`src/rtl/lap_pkg.sv`:
```
// Shared types, default frame geometry and border helper for the Laplacian scan controller.
package lap_pkg;

    typedef enum logic [1:0] {
        IDLE,
        FILL,
        RUN,
        FLUSH
    } lap_ctrl_state_t;

    localparam int unsigned LAP_ROWS_DEF = 242;
    localparam int unsigned LAP_COLS_DEF = 247;

    function automatic logic lap_is_border(
        input int unsigned row,
        input int unsigned col,
        input int unsigned rows,
        input int unsigned cols
    );
        return (row == 0) || (row == rows - 1) || (col == 0) || (col == cols - 1);
    endfunction

endpackage

```
`src/rtl/lap_rc_counter.sv`:
```
// Raster row/column position counter; column wraps at COLS-1 and carries into the row.
module lap_rc_counter
    import lap_pkg::*;
#(
    parameter int unsigned ROWS = LAP_ROWS_DEF,
    parameter int unsigned COLS = LAP_COLS_DEF,
    localparam int unsigned RW  = $clog2(ROWS),
    localparam int unsigned CW  = $clog2(COLS)
) (
    input  logic          clk,
    input  logic          rst_n,
    input  logic          clr,
    input  logic          inc,
    output logic [RW-1:0] row,
    output logic [CW-1:0] col,
    output logic          at_last
);

    localparam logic [RW-1:0] ROW_LAST = RW'(ROWS - 1);
    localparam logic [CW-1:0] COL_LAST = CW'(COLS - 1);

    always_ff @(posedge clk or negedge rst_n) begin
        if (!rst_n) begin
            row <= '0;
            col <= '0;
        end else if (clr) begin
            row <= '0;
            col <= '0;
        end else if (inc) begin
            if (col == COL_LAST) begin
                col <= '0;
                row <= (row == ROW_LAST) ? '0 : row + 1'b1;
            end else begin
                col <= col + 1'b1;
            end
        end
    end

    assign at_last = (row == ROW_LAST) && (col == COL_LAST);

endmodule

```
`src/rtl/laplacian_scan_ctrl.sv`:
```
// Raster-scan sequencer for the 3x3 Laplacian datapath (line-buffer strobes + output tagging).
// Optional LAP_CTRL_STALL_CNT_EN adds a saturating output-stall cycle counter.
module laplacian_scan_ctrl
    import lap_pkg::*;
#(
    parameter int unsigned ROWS = LAP_ROWS_DEF,
    parameter int unsigned COLS = LAP_COLS_DEF,
    localparam int unsigned RW  = $clog2(ROWS),
    localparam int unsigned CW  = $clog2(COLS)
) (
    input  logic          clk,
    input  logic          rst_n,
    input  logic          start,
    input  logic          abort,
    input  logic          in_valid,
    output logic          in_ready,
    output logic          lb_wr_en,
    output logic [CW-1:0] lb_addr,
    output logic          win_shift,
    output logic          out_valid,
    input  logic          out_ready,
    output logic [RW-1:0] out_row,
    output logic [CW-1:0] out_col,
    output logic          out_border,
    output logic          busy,
    output logic          done
`ifdef LAP_CTRL_STALL_CNT_EN
    ,
    output logic [15:0]   stall_cnt
`endif
);

    lap_ctrl_state_t state_q, state_d;

    logic [RW-1:0] in_row;
    logic [CW-1:0] in_col;
    logic          in_last;
    logic          out_last;
    logic          out_valid_q;
    logic          done_q;
    logic          adv;
    logic          adv_out;
    logic          hs;
    logic          out_free;
    logic          final_hs;
    logic          start_acc;
    logic          cnt_clr;
    logic          in_inc;

    assign out_free  = !out_valid_q || out_ready;
    assign hs        = out_valid_q && out_ready;
    assign start_acc = (state_q == IDLE) && start && !abort;
    assign cnt_clr   = abort || start_acc;
    assign in_inc    = adv && ((state_q == FILL) || (state_q == RUN));
    assign adv_out   = adv && ((state_q == RUN) || (state_q == FLUSH));

    lap_rc_counter #(
        .ROWS (ROWS),
        .COLS (COLS)
    ) u_in_cnt (
        .clk     (clk),
        .rst_n   (rst_n),
        .clr     (cnt_clr),
        .inc     (in_inc),
        .row     (in_row),
        .col     (in_col),
        .at_last (in_last)
    );

    lap_rc_counter #(
        .ROWS (ROWS),
        .COLS (COLS)
    ) u_out_cnt (
        .clk     (clk),
        .rst_n   (rst_n),
        .clr     (cnt_clr),
        .inc     (hs),
        .row     (out_row),
        .col     (out_col),
        .at_last (out_last)
    );

    always_ff @(posedge clk or negedge rst_n) begin
        if (!rst_n) begin
            state_q <= IDLE;
        end else begin
            state_q <= state_d;
        end
    end

    always_comb begin
        state_d  = state_q;
        adv      = 1'b0;
        in_ready = 1'b0;
        final_hs = 1'b0;
        case (state_q)
            IDLE: begin
                if (start) state_d = FILL;
            end
            FILL: begin
                in_ready = 1'b1;
                adv      = in_valid;
                // L-th accept is raster index COLS, i.e. position (1,0)
                if (adv && (in_row == RW'(1)) && (in_col == '0)) state_d = RUN;
            end
            RUN: begin
                in_ready = out_free;
                adv      = in_valid && out_free;
                if (adv && in_last) state_d = FLUSH;
            end
            FLUSH: begin
                // no advance once the final position is already loaded
                adv      = out_free && !(out_valid_q && out_last);
                final_hs = hs && out_last;
                if (final_hs) state_d = IDLE;
            end
            default: state_d = IDLE;
        endcase
        if (abort) state_d = IDLE;
    end

    // Output counter already holds the next raster position, so a load only raises valid.
    always_ff @(posedge clk or negedge rst_n) begin
        if (!rst_n) begin
            out_valid_q <= 1'b0;
            done_q      <= 1'b0;
        end else begin
            done_q <= final_hs && !abort;
            if (abort) begin
                out_valid_q <= 1'b0;
            end else if (adv_out) begin
                out_valid_q <= 1'b1;
            end else if (hs) begin
                out_valid_q <= 1'b0;
            end
        end
    end

    assign lb_wr_en   = in_inc;
    assign lb_addr    = in_col;
    assign win_shift  = adv;
    assign out_valid  = out_valid_q;
    assign out_border = lap_is_border(32'(out_row), 32'(out_col), ROWS, COLS);
    assign busy       = (state_q != IDLE);
    assign done       = done_q;

`ifdef LAP_CTRL_STALL_CNT_EN
    logic [15:0] stall_q;

    always_ff @(posedge clk or negedge rst_n) begin
        if (!rst_n) begin
            stall_q <= '0;
        end else if (start_acc) begin
            stall_q <= '0;
        end else if (out_valid_q && !out_ready && (stall_q != '1)) begin
            stall_q <= stall_q + 1'b1;
        end
    end

    assign stall_cnt = stall_q;
`endif

endmodule

```
`config.mk`:
```
export PLATFORM = sky130hd
export DESIGN_NAME = laplacian_scan_ctrl
export DESIGN_NICKNAME = d
export VERILOG_FILES = /design/src/rtl/lap_pkg.sv /design/src/rtl/lap_rc_counter.sv /design/src/rtl/laplacian_scan_ctrl.sv
export SDC_FILE = /design/constraint.sdc
export NUM_CORES = 1
export LEC_CHECK = 0
export CAP_MARGIN = 20
export CORE_ASPECT_RATIO = 1.2
export CORE_UTILIZATION = 53
export DETAILED_ROUTE_END_ITERATION = 8
export PLACE_DENSITY = 0.79
export SETUP_SLACK_MARGIN = 0.15
export SKIP_CTS_REPAIR_TIMING = 1
export SYNTH_ARGS = -nofsm -noshare
export SYNTH_HDL_FRONTEND = slang
export SYNTH_HIERARCHICAL = 1
export SYNTH_SLANG_ARGS = --single-unit
```
`constraint.sdc`:
```
create_clock -name clk -period 2.7 [get_ports clk]
set_input_delay 0.405 -clock clk [delete_from_list [all_inputs] [get_ports clk]]
set_output_delay 0.405 -clock clk [all_outputs]
set_load 0.02 [all_outputs]
```
; Yosys cells after proc, flatten, opt, wreduce, memory -nomap -nowiden
; Cells that the tools add are included.
; W data, S select, Z words.
[word_totals]
ff_bits = 36
latch_bits = 0
ram_bits = 0
mem_bits_ro = 0
in_bits = 6
output_inout_bits = 31
elab_cells = 87
n_memories = 0
[classes]
n_addsub = 4
multipliers = 0
div_mod_pow = 0
order_cmp = 0
eq_ne = 12
shift = 0
muxes = 26
n_bitwise = 0
reduce_logical = 38
[op_table]
columns = cell, n
row1 = $mux W8, 14
row2 = $add A8 B1 Y8 const B, 4
row3 = $eq A8 B8 Y1 const B, 4
row4 = $logic_not A8 Y1, 3
row5 = $logic_and A1 B1 Y1, 15
row6 = $mux W2, 5
row7 = $reduce_bool A2 Y1, 5
row8 = $ne A3 B2 Y1 const B, 3
row9 = $eq A8 B1 Y1 const B, 1
row10 = $pmux W2 S4, 1
row11 = $logic_or A1 B1 Y1, 7
row12 = $eq A2 B2 Y1 const B, 2
row13 = $mux W1, 4
row14 = $reduce_and A2 Y1, 2
row15 = $reduce_and A4 Y1, 1
row16 = $logic_not A1 Y1, 3
row17 = $ne A3 B3 Y1 const B, 1
row18 = $pmux W1 S3, 1
row19 = $reduce_bool A3 Y1, 1
row20 = $eq A2 B1 Y1 const B, 1
row21 = $logic_not A2 Y1, 1
row22 = $pmux W1 S2, 1

; Longest topological paths before layout
; Gate-level depths: netlist of run 1.
[logic_depth]
depth_word = 9
depth_mapped = 14
ltp_nobuf = 13

; By module
; Netlist of run 1, hierarchy kept.
[modules_own_cells]
columns = module, instances, cells_each, area_per_inst_um2, seq_area_each_um2
row1 = lap_rc_counter, 2, 93, 907.1, 400.4
row2 = laplacian_scan_ctrl, 1, 55, 456.7, 100.1

; Worst setup path before layout of run 1
; OpenSTA, ideal clock, no wires.
[synth_path]
path_type = register to register
startpoint = reg u_out_cnt.col[0]
endpoint = reg u_in_cnt.row[6]
setup_time_ps = 121
t_arrival_ps = 2815
required_time_ps = 2579
slack_ps = -236
path_stages_with_launch = 15
n_path_buf = 2
synth_period_minus_slack_ps = 2936
path_cell_list = dfrtp_1 -> inv_1 -> ha_1 -> and4b_4 -> nand2_1 -> nor2_1 -> o21ai_0 -> a2bb2oi_1 -> nor2_1 -> and2_1 -> buf_2 -> a31o_1 -> buf_4 -> o21ai_1 -> a22o_1
[synth_via]
elab_chain_len = 9
[synth_rtl]
columns = item, line
row1 = start: declaration, lap_rc_counter.sv:15  ; output logic [CW-1:0] col,
row2 = start signal: assignment, lap_rc_counter.sv:34  ; col <= col + 1'b1;
row3 = $eq A8 B8 Y1, lap_rc_counter.sv:39  ; assign at_last = (row == ROW_LAST) && (col == COL_LAST);
row4 = $logic_and A1 B1 Y1, lap_rc_counter.sv:39
row5 = net out_last, laplacian_scan_ctrl.sv:38  ; logic out_last;
row6 = $logic_and A1 B1 Y1, laplacian_scan_ctrl.sv:113  ; adv = out_free && !(out_valid_q && out_last);
row7 = $logic_not A1 Y1, laplacian_scan_ctrl.sv:113
row8 = $logic_and A1 B1 Y1, laplacian_scan_ctrl.sv:113
row9 = $pmux W1 S3, laplacian_scan_ctrl.sv:96  ; case (state_q)
row10 = net win_shift, laplacian_scan_ctrl.sv:19  ; output logic win_shift,
row11 = $logic_and A1 B1 Y1, laplacian_scan_ctrl.sv:54  ; assign in_inc = adv && ((state_q == FILL) || (state_q == RUN));
row12 = net lb_wr_en, laplacian_scan_ctrl.sv:17  ; output logic lb_wr_en,
row13 = $reduce_bool A2 Y1 (no source line), -
row14 = $reduce_and A2 Y1 (no source line), -
row15 = end signal: assignment, lap_rc_counter.sv:32  ; row <= (row == ROW_LAST) ? '0 : row + 1'b1;
row16 = end: declaration, lap_rc_counter.sv:14  ; output logic [RW-1:0] row,
; The timed path passes the listed nets, and every way through them passes these cells.
; A chain may end at the register's enable or synchronous reset.

; Final worst setup path of run 1
[layout_path]
startpoint = reg u_out_cnt.col[0]
endpoint = out lb_wr_en
[layout_via]
elab_chain_len = 7
[layout_rtl]
columns = item, line
row1 = $eq A8 B8 Y1, lap_rc_counter.sv:39
row2 = $logic_and A1 B1 Y1, lap_rc_counter.sv:39
row3 = net out_last, laplacian_scan_ctrl.sv:38
row4 = $logic_and A1 B1 Y1, laplacian_scan_ctrl.sv:113
row5 = $logic_not A1 Y1, laplacian_scan_ctrl.sv:113
row6 = $logic_and A1 B1 Y1, laplacian_scan_ctrl.sv:113
row7 = $pmux W1 S3, laplacian_scan_ctrl.sv:96
row8 = $logic_and A1 B1 Y1, laplacian_scan_ctrl.sv:54
row9 = end: declaration, laplacian_scan_ctrl.sv:17
; The timed path passes the listed nets, and every way through them passes these cells.

==> run_results.csv, run 1 <==
group,metric,value,unit
outcome,status,"finished clean",
critical_path,crit_required,2.30,ns
clock_network,clkLatencyLatePin,0.28,ns
global_routing,grt_start_max_net_pins,21,
timing,setup_ws,0.219,ns
timing,worst_pin_slew,0.851,ns
timing,rsz0062_at_grt,"true",
clock_network,cts.sinks,36,
route,totalWireLength,5450,microns
critical_path,rrSetupSlack,0.27,ns
power_and_ir_drop,swShare,35.3,%
cells_and_area,final_nets,316,
power_and_ir_drop,p_per_area,549,mW/mm^2
floorplanning,die_x,61.8,microns
critical_path,crit_path_end,"lb_wr_en",
timing,hold_violations,0,
timing,setup_violations,0,
clock_network,htree_levels,2,
cells_and_area,fin_cells,353,
cells_and_area,drive_gt1_share,14.0,%
timing,fin_crit,2.48,ns
clock_network,clk_path_buf_depth,2,
logic_synthesis,syn_area,0.00227,sq mm
logic_synthesis,synth_flop_cell,"dfrtp_1",
route,vias_per_cell,5.91,
logic_synthesis,synth_top_area_share,39.7,%
cells_and_area,layout_commonest_cell,"dfrtp_1",
critical_path,path_class,"flip-flop to output port",
logic_synthesis,synth_warnings,6,
route,ant_nets,0,
floorplanning,core,0.00404,sq mm
power_and_ir_drop,pwr-share-seq,37.7,%
route,routed-via-count,2085,
placement,dp_slack,0.0818,ns
global_routing,first_global_vias,1930,
hold_path,hold_path_class,"flip-flop to flip-flop",
global_routing,grt-ovfl-total,0,
critical_path,path_max_fanout,3,
floorplanning,design.portCount,37,
critical_path,slowest_stage,"dfrtp_2",
logic_synthesis,syn_avg_cell_area,9.42,sq um
timing,clock_skew,0.00568,ns
critical_path,cpPeakStageDelay,0.41,ns
cells_and_area,layout.cells.most_common_list,"dfrtp_1, clkdlybuf4s50_1, nor2_1",
power_and_ir_drop,leakagePower,1.39,nW
critical_path,worstSetupEndpointType,"output port",
timing,slew-limit-headroom,43.1,%
placement,gp_congestion,0.828,
logic_synthesis,yosysSeqAreaShare,39.7,%
placement,port_buffers,36,
route,wire_per_inst,15.4,microns
floorplanning,die_y,73.7,microns
placement,place_hpwl,3870,microns
route,drtPass1Iterations,4,
logic_synthesis,yosys.area.top_type,"dfrtp_1",
floorplanning,placementRows,25,
critical_path,start_kind,"flip-flop",
placement,dp_cells,343,
timing,final_max_slew_viol_count,0,
clock_network,numCtsBuffers,5,
clock_network,cts_root_buf,"clkbuf_8",
timing,fmax,0.403,GHz
clock_network,cts_tree,"yes",
logic_synthesis,ys_types,42,
global_routing,grt_pass1_wl,8650,microns
cells_and_area,num_antenna_cells,0,
critical_path,crit_path_frequent_cell,"nor2_4",
route,drc_errors,0,
logic_synthesis,syn-instance-count,241,
logic_synthesis,ys_ff_latch,36,
timing,finalSetupTns,0,ns
clock_network,clk_pin_slew,0.07,ns
critical_path,path_cells,"inv_1 -> ha_1 -> and4b_4 -> nand2_4 -> nor2_4 -> o21ai_1 -> a2bb2oi_2 -> nor2_4 -> and2_4 -> dlymetal6s2s_1",
power_and_ir_drop,p_sw,0.573,mW
cells_and_area,area_growth,30.4,%
critical_path,crit-reg2reg-launch,"u_out_cnt/col[0]",
power_and_ir_drop,combPwrFrac,37.6,%
power_and_ir_drop,internal_power,1.05,mW
logic_synthesis,async_reset_ff_share,100,%
critical_path,rr_worst_depth,13,
power_and_ir_drop,power.total,1.63,mW
floorplanning,start_util,56.3,%
critical_path,cp-startpoint,"u_out_cnt/col[0]",
flow_run,maxCapViolCount,0,
power_and_ir_drop,clockPowerShare,24.7,%
logic_synthesis,synth-edff-count,0,
critical_path,r2r_end,"u_in_cnt/row[2]",
floorplanning,dieArea,0.00455,sq mm
timing,fin_crit_sh,91.9,%
global_routing,grtUsageTotal,25.5,%
route,drtIter0Drc,150,
global_routing,grt_antenna_before_repair,0,
critical_path,arrival,2.08,ns
logic_synthesis,syn_nets,259,
power_and_ir_drop,ir_drop,0.572,mV
logic_synthesis,yosys-top-cells-area,"dfrtp_1, ha_1, nor2_1",
-- worst max-delay path, delay by kind of cell (launching register included) --
family	cells	cell delay [ns]
and+or+nand+nor	5	0.65
DFF	1	0.41
AOI/OAI and AO/OA	2	0.31
buffers and inverters	2	0.28
adders and majority gates	1	0.14
-- stage by stage --
step | utilization, % | instance area [sq um] | hold WS, ns
finish | 73.4 | 2960 | 0.548
global route | 73.4 | 2960 | 0.568
CTS | 72.3 | 2920 | 0.541
detailed placement | 70.0 | 2820 | 0.528
global placement | 70.0 | 2820 | 0.530
floorplan | - | 2300 | 0.109
-- routing by layer --
layer,track usage [%],wire length [microns]
met1,32.1,2400
met2,42.9,2810
met4,7.41,38
met3,5.63,201
met5,0,0
-- registers in the layout, summed over array words and instances, names as in the netlist --
register and count:
u_in_cnt/col 8, u_in_cnt/row 8, u_out_cnt/col 8, u_out_cnt/row 8, state_q 2, done 1
out_valid 1
-- synthesized netlist by cell type (all sizes together), types with 3 or more instances --
master,number
ha,12
a22o,8
and4,3
and3,11
mux2i,4
a21o,3
dfrtp,36
o22ai,3
a21oi,9
nand2b,5
xor2,10
o31ai,3
nor2b,13
nor2,26
nand2,14
nand3,3
and4bb,4
nand4,9
buf,8
o21ai,15
a31oi,4
inv,10
-- power by group through the flow --
| stage | sequential (mW) | clock (mW) | combinational (mW) |
|---|---|---|---|
| 6_report | 0.612 | 0.401 | 0.612 |
| 5_1_grt | 0.616 | 0.438 | 0.667 |
| 4_1_cts | 0.612 | 0.412 | 0.602 |
| 3_5_place_dp | 0.623 | 0 | 0.596 |
| 3_3_place_gp | 0.620 | 0 | 0.583 |
| 2_1_floorplan | 0.641 | 0 | 0.372 |
-- cells by family (layout without fill, tap and decap cells) --
group                      after synthesis  count (layout)  synth area share [%]
and+or+nand+nor                        102             102                  26.4
AOI/OAI and AO/OA                       59              59                  18.0
DFF                                     36              36                  39.7
buffers and inverters                   18              76                  3.64
adders and majority gates               12              12                  6.61
xor gates and xnor gates                10              10                  3.86
muxes                                    4               4                  1.76
-- cell type report --
type	instances	area [sq um]
flip-flops and latches	36	903
repair buffers	58	533
fillers	310	1070
clock buffers	7	86.3
multi-input cells	187	1330
inverters	10	37.5
clock inverters	1	7.51
well taps	54	67.6
-- worst min-delay path by stage --
| stage | depth (start not counted) | slack (ns) | to | start |
|---|---|---|---|---|
| final | 1 | 0.55 | u_in_cnt/row[5] | u_in_cnt/row[5] |
| after global routing | 1 | 0.57 | u_in_cnt/row[5] | u_in_cnt/row[5] |
| after CTS | 1 | 0.54 | u_in_cnt/row[5] | u_in_cnt/row[5] |
| after detailed placement | 1 | 0.53 | u_in_cnt/row[5] | u_in_cnt/row[5] |
| after global placement | 1 | 0.53 | u_in_cnt/row[5] | u_in_cnt/row[5] |
| after floorplan | 0 | 0.11 | done | rst_n |
Note: power is estimated with default switching activity, not from simulation.
==> run 2: changes to the inputs <==
--- a/config.mk
+++ b/config.mk
@@ -8,6 +8,7 @@
 export CAP_MARGIN = 20
 export CORE_ASPECT_RATIO = 1.2
 export CORE_UTILIZATION = 53
+export CTS_CLUSTER_DIAMETER = 50
 export DETAILED_ROUTE_END_ITERATION = 8
 export PLACE_DENSITY = 0.79
 export SETUP_SLACK_MARGIN = 0.15
==> results of run 2 <==
Same layout as run 1: the final DEF is identical, and so are final timing and power.
